`config.mk`:
```
export PLATFORM = sky130hd
export DESIGN_NAME = life_seed_loader
export DESIGN_NICKNAME = d
export VERILOG_FILES = /design/src/rtl/life_seed_loader.sv
export SDC_FILE = /design/constraint.sdc
export NUM_CORES = 1
export LEC_CHECK = 0
export ABC_AREA = 0
export BUFFER_PORTS_ARGS = -buffer_cell sky130_fd_sc_hd__buf_2
export CAP_MARGIN = 20
export CORE_AREA = 2 2 39 41
export CTS_CLUSTER_DIAMETER = 150
export CTS_CLUSTER_SIZE = 20
export DETAILED_ROUTE_END_ITERATION = 8
export DIE_AREA = 0 0 41 43
export PLACE_DENSITY = 0.77
export SYNTH_ARGS = -nofsm -noshare
export SYNTH_HDL_FRONTEND = slang
export SYNTH_SLANG_ARGS = --single-unit
```
`constraint.sdc`:
```
create_clock -name i_clk -period 2.59 [get_ports i_clk]
set_input_delay 0.3885 -clock i_clk [delete_from_list [all_inputs] [get_ports i_clk]]
set_output_delay 0.3885 -clock i_clk [all_outputs]
set_load 0.05 [all_outputs]
```
`src/rtl/life_seed_loader.sv`:
```
// Seed loader for the 8x8 life array: writes one board pattern, one quadrant word per clock.
// Optional feature: define SEED_LFSR_EN to make pattern code 3 emit pseudo-random words.
module life_seed_loader #(
  parameter logic [15:0] LFSR_SEED = 16'hACE1
) (
  input  logic        i_clk,
  input  logic        i_reset,
  input  logic        i_load,
  input  logic [1:0]  i_pattern_sel,
  output logic [1:0]  o_pos,
  output logic [15:0] o_val,
  output logic        o_write_enb,
  output logic        o_busy,
  output logic        o_done
);

  typedef enum logic [1:0] {StIdle, StWrite, StDone} state_e;

  state_e      r_state;
  state_e      w_state_next;
  logic [1:0]  r_cnt;
  logic [1:0]  r_sel;
  logic [15:0] w_word;

  // State register, quadrant counter and latched pattern code
  always_ff @(posedge i_clk) begin
    if (i_reset) begin
      r_state <= StIdle;
      r_cnt   <= 2'd0;
      r_sel   <= 2'd0;
    end else begin
      r_state <= w_state_next;
      if (r_state == StWrite) begin
        r_cnt <= r_cnt + 2'd1;
      end else begin
        r_cnt <= 2'd0;
      end
      if (r_state == StIdle && i_load) begin
        r_sel <= i_pattern_sel;
      end
    end
  end

  always_comb begin
    w_state_next = r_state;
    unique case (r_state)
      StIdle:  if (i_load) w_state_next = StWrite;
      StWrite: if (r_cnt == 2'd3) w_state_next = StDone;
      StDone:  w_state_next = StIdle;
      default: w_state_next = StIdle;
    endcase
  end

`ifdef SEED_LFSR_EN
  localparam logic [15:0] SeedEff = (LFSR_SEED == 16'h0000) ? 16'h0001 : LFSR_SEED;

  logic [15:0] r_lfsr;
  logic [15:0] w_lfsr_next;

  assign w_lfsr_next = r_lfsr[0] ? ((r_lfsr >> 1) ^ 16'hB400) : (r_lfsr >> 1);

  // Free-running in every state so the load instant adds entropy
  always_ff @(posedge i_clk) begin
    if (i_reset) begin
      r_lfsr <= SeedEff;
    end else begin
      r_lfsr <= w_lfsr_next;
    end
  end
`else
  logic w_unused_seed;
  assign w_unused_seed = ^LFSR_SEED;
`endif

  // Quadrant word for the current pattern and counter
  always_comb begin
    w_word = 16'h0000;
    unique case (r_sel)
      2'd0: w_word = 16'h0000;
      2'd1: w_word = (r_cnt == 2'd0) ? 16'h0742 : 16'h0000;
      2'd2: w_word = (r_cnt == 2'd3) ? 16'h0070 : 16'h0000;
      2'd3: begin
`ifdef SEED_LFSR_EN
        w_word = r_lfsr;
`else
        unique case (r_cnt)
          2'd0: w_word = 16'h8000;
          2'd1: w_word = 16'h1000;
          2'd2: w_word = 16'h0008;
          2'd3: w_word = 16'h0001;
          default: w_word = 16'h0000;
        endcase
`endif
      end
      default: w_word = 16'h0000;
    endcase
  end

  // Outputs depend only on registered state
  always_comb begin
    o_pos       = 2'd0;
    o_val       = 16'h0000;
    o_write_enb = 1'b0;
    o_busy      = 1'b0;
    o_done      = 1'b0;
    unique case (r_state)
      StWrite: begin
        o_pos       = r_cnt;
        o_val       = w_word;
        o_write_enb = 1'b1;
        o_busy      = 1'b1;
      end
      StDone: begin
        o_busy = 1'b1;
        o_done = 1'b1;
      end
      default: ;
    endcase
  end

endmodule

```
# Word level (Yosys, flattened, before mapping)
# Index checks and enable logic that the tools add are counted.
[totals] register_bits=6 out_inout_bits=21 word_cells=34
[op_classes] addsub=1 n_eq_ne=10 muxes=12 n_bitwise=1 reduce_logical=7
[op_table] operator="$pmux 16 s4" count=2
[op_table] operator="$mux 16" count=1
[op_table] operator="$mux 11" count=1
[op_table] operator="$eq 2x2->1 const B" count=5
[op_table] operator="$mux 7" count=1
[op_table] operator="$eq 2x1->1 const B" count=3
[op_table] operator="$logic_not 2->1" count=3
[op_table] operator="$mux 2" count=3
[op_table] operator="$pmux 2 s2" count=1
[op_table] operator="$reduce_or 2->1" count=2
[op_table] operator="$mux 1" count=3
[op_table] operator="$add 2x1->2 const B" count=1
[op_table] operator="$ne 2x1->1 const B" count=1
[op_table] operator="$ne 2x2->1 const B" count=1
[op_table] operator="$reduce_and 2->1" count=1
[op_table] operator="$logic_and 1x1->1" count=1
[op_table] operator="$not 1->1" count=1

# Depth between registers and ports, before layout
[logic_depth] ltp_word=4 mapped_depth=5 mapped_depth_nobuf=5

# Least setup slack after synthesis
# No wires, ideal clock.
[synth_path] path_kind="register to output" start="reg r_state[1]" end="out o_val[6]" t_arrival_ps=2092 slack_ps=109 path_stages_with_launch=6 n_path_buf=0 cell_sequence="dfxtp_1 > inv_1 > ha_1 > inv_2 > nor3_4 > or2_1"
[synth_between] elab_chain_cells=2
[synth_rtl] element="start: declaration" line_no="19" text="state_e r_state;"
[synth_rtl] element="start signal: assignment" line_no="28" text="r_state <= StIdle;"
[synth_rtl] element="start signal: assignment" line_no="32" text="r_state <= w_state_next;"
[synth_rtl] element="$eq 2x1->1" line_no="106" text="unique case (r_state)"
[synth_rtl] element="$mux 16" line_no="106"
[synth_rtl] element="end: declaration" line_no="11" text="output logic [15:0] o_val,"
# Every way passes these cells.

# Final worst setup path
# Same ends and word-level chain as after synthesis.

==> results.sh <==
export IMPL_drc=0
export IMPL_clk_latency_ps=240
export IMPL_status="finished clean"
export IMPL_worst_path_buf_inv=2
export IMPL_synth_area_per_cell_um2=8.846
export IMPL_syn_cell_area_um2=504.2
export IMPL_grt_usage_pct=11.00
export IMPL_ys_ff_latch=6
export IMPL_yosys_warnings=0
export IMPL_gp_congestion=0.7121
export IMPL_final_cell_mix="buf_2 (20), ha_1 (9), dfxtp_1 (6)"
export IMPL_power_density_nw_per_um2=507.1
export IMPL_post_dp_cell_area_um2=571.8
export IMPL_tns_ps=0
export IMPL_path_cells="inv_1, ha_1, and4b_1, or2_1, buf_2"
export IMPL_yosys_area_top_type="dfxtp_1"
export IMPL_layout_drive_gt1_share_pct=38.67
export IMPL_grt_pass1_vias=330
export IMPL_hold_path_startpoint="i_reset"
export IMPL_start_util_pct=36.44
export IMPL_cts_root_buffer_cell="clkbuf_4"
export IMPL_dieWidth_um=41
export IMPL_diodes=0
export IMPL_r2r_cells=5
export IMPL_path_max_fanout=5
export IMPL_wl_per_cell_um=9.220
export IMPL_vias=398
export IMPL_clk_pin_slew_ps=50
export IMPL_cts_resized=0
export IMPL_rr_startpoint="r_state[0]"
export IMPL_fin_area_um2=594.3
export IMPL_clock_skew_ps=2.274
export IMPL_cp_end_kind="primary output"
export IMPL_gr_total_overflow=0
export IMPL_cts_sinks=6
export IMPL_placement_io_buffers=20
export IMPL_hold_path_end="r_state[0]"
export IMPL_switching_share_pct=40.77
export IMPL_crit_type="reg2out"
export IMPL_first_pass_iters=4
export IMPL_ff2ff_setup_slack_ps=1440
export IMPL_power_switching_uw=122.9
export IMPL_cts_setup_buffers=0
export IMPL_io_pins=26
export IMPL_grt_max_degree=7
export IMPL_cp_slowest_cell="dfxtp_1"
export IMPL_synth_area_top_cells="dfxtp_1 (24%), ha_1 (22%), buf_4 (13%)"
export IMPL_clock_power_share_pct=28.6
export IMPL_total_power_uw=301.4
export IMPL_setup_viol=0
export IMPL_drtIter0Drc=4
export IMPL_comb_power_share_pct=36.0
export IMPL_cts_tree="yes"
export IMPL_final_max_slew_viol_count=0
export IMPL_internal_power_uw=178.5
export IMPL_critical_path_max_stage_delay_ps=360
export IMPL_row_count=14
export IMPL_syn2layout_area_growth_pct=17.87
export IMPL_final_hold_viol_count=0
export IMPL_die_y_um=43
export IMPL_antenna_found_initial=0
export IMPL_min_period_ps=1978
export IMPL_p_seq_share_pct=35.4
export IMPL_r2r_end="r_state[0]"
export IMPL_setup_worst_path_start_class="flip-flop"
export IMPL_seq_area_frac_synth_pct=23.82
export IMPL_critical_path_top_delay_family="simple AND/OR/NAND/NOR gates"
export IMPL_netlist_instances=57
export IMPL_synth_cell_types=22
export IMPL_fin_util_pct=42.95
export IMPL_cts_buffers=3
export IMPL_core_area_um2=1384
export IMPL_yosysTopAreaCellShare_pct=23.82
export IMPL_min_path_type="in2reg"
export IMPL_cp_data_required_time_ps=2200
export IMPL_vias_per_cell=4.374
export IMPL_ant_nets=0
export IMPL_max_freq_mhz=505.6
export IMPL_crit_arrival_ps=1590
export IMPL_cts_path_max_buffers=2
export IMPL_holdBufCountCts=0
export IMPL_place_hpwl_um=702.7
export IMPL_htree_levels=1
export IMPL_vdd_drop_max_v=0.0002268
export IMPL_leakage_nw=0.3262
export IMPL_rsz0062_at_grt="false"
export IMPL_layout_commonest_cell="buf_2"
export IMPL_fin_nets=91
export IMPL_period_share_pct=76.36
export IMPL_dieArea_um2=1763
export IMPL_max_cap_viol_count=0
export IMPL_grt_pass1_wl_um=1248
export IMPL_hold_depth=2
export IMPL_drt_total_wl_um=839
worst max path at each step:
stage	startpoint	endpoint	slack (ps)	cells after the start
floorplan	r_state[1]	o_val[6]	110	5
global placement	r_state[1]	o_val[6]	880	5
detailed placement	r_state[1]	o_val[6]	860	6
CTS	r_state[1]	o_val[6]	590	5
global route	r_state[1]	o_val[6]	480	6
finish	r_state[1]	o_val[6]	610	5
sequential cells by signal, summed over array words and instances (netlist names):
signal   count
r_cnt        2
r_state      2
r_sel        2
layer usage:
layer | global-route usage, % | wire [um]
met2 | 15.94 | 381
met1 | 11.11 | 358
met3 | 6.283 | 99
met4 | 8.000 | 0
met5 | 0 | 0
cell families after synthesis:
logic type	Yosys count	share of synthesized area, %
DFF	6	23.82
adders and majority gates	9	22.33
and+or+nand+nor	21	26.55
other	1	0.7437
AOI/OAI and AO/OA	6	9.430
buffers and inverters	14	17.12
power groups by stage:
stage                     sequential, mW  combinational [mW]  clock, mW
after global routing               0.107               0.119     0.0927
final                              0.107               0.109     0.0861
after floorplan                    0.107               0.100          0
after CTS                          0.107               0.110     0.0891
after global placement             0.107               0.108          0
after detailed placement           0.108               0.110          0
layout make-up:
cell class | count | area (um2)
Clock buffer | 3 | 22.52
Fill cell | 148 | 789.5
Inverter | 5 | 18.77
Sequential cell | 6 | 120.1
Multi-Input combinational cell | 41 | 312.8
Tap cell | 16 | 20.02
Timing Repair Buffer | 20 | 100.1
stage by stage:
stage / hold slack [ps] / setup WS [ps] / instances
final: 384.7 / 612.2 / 91
after global routing: 392.0 / 479.1 / 91
after CTS: 380.0 / 589.8 / 91
after detailed placement: 484.1 / 858.8 / 88
after global placement: 471.3 / 878.8 / 88
after floorplan: 448.2 / 109.4 / 61
cells in the mapped netlist (all sizes together):
library cell,instances
and3,1
nand2b,2
dfxtp,6
and4b,1
buf,9
nand2,4
nand3,3
inv,5
nor3b,1
nor2,2
and2,4
a21o,1
conb,1
or2,1
nor3,2
ha,9
a211oi,1
a21oi,4
(Power assumes the default switching activity.)
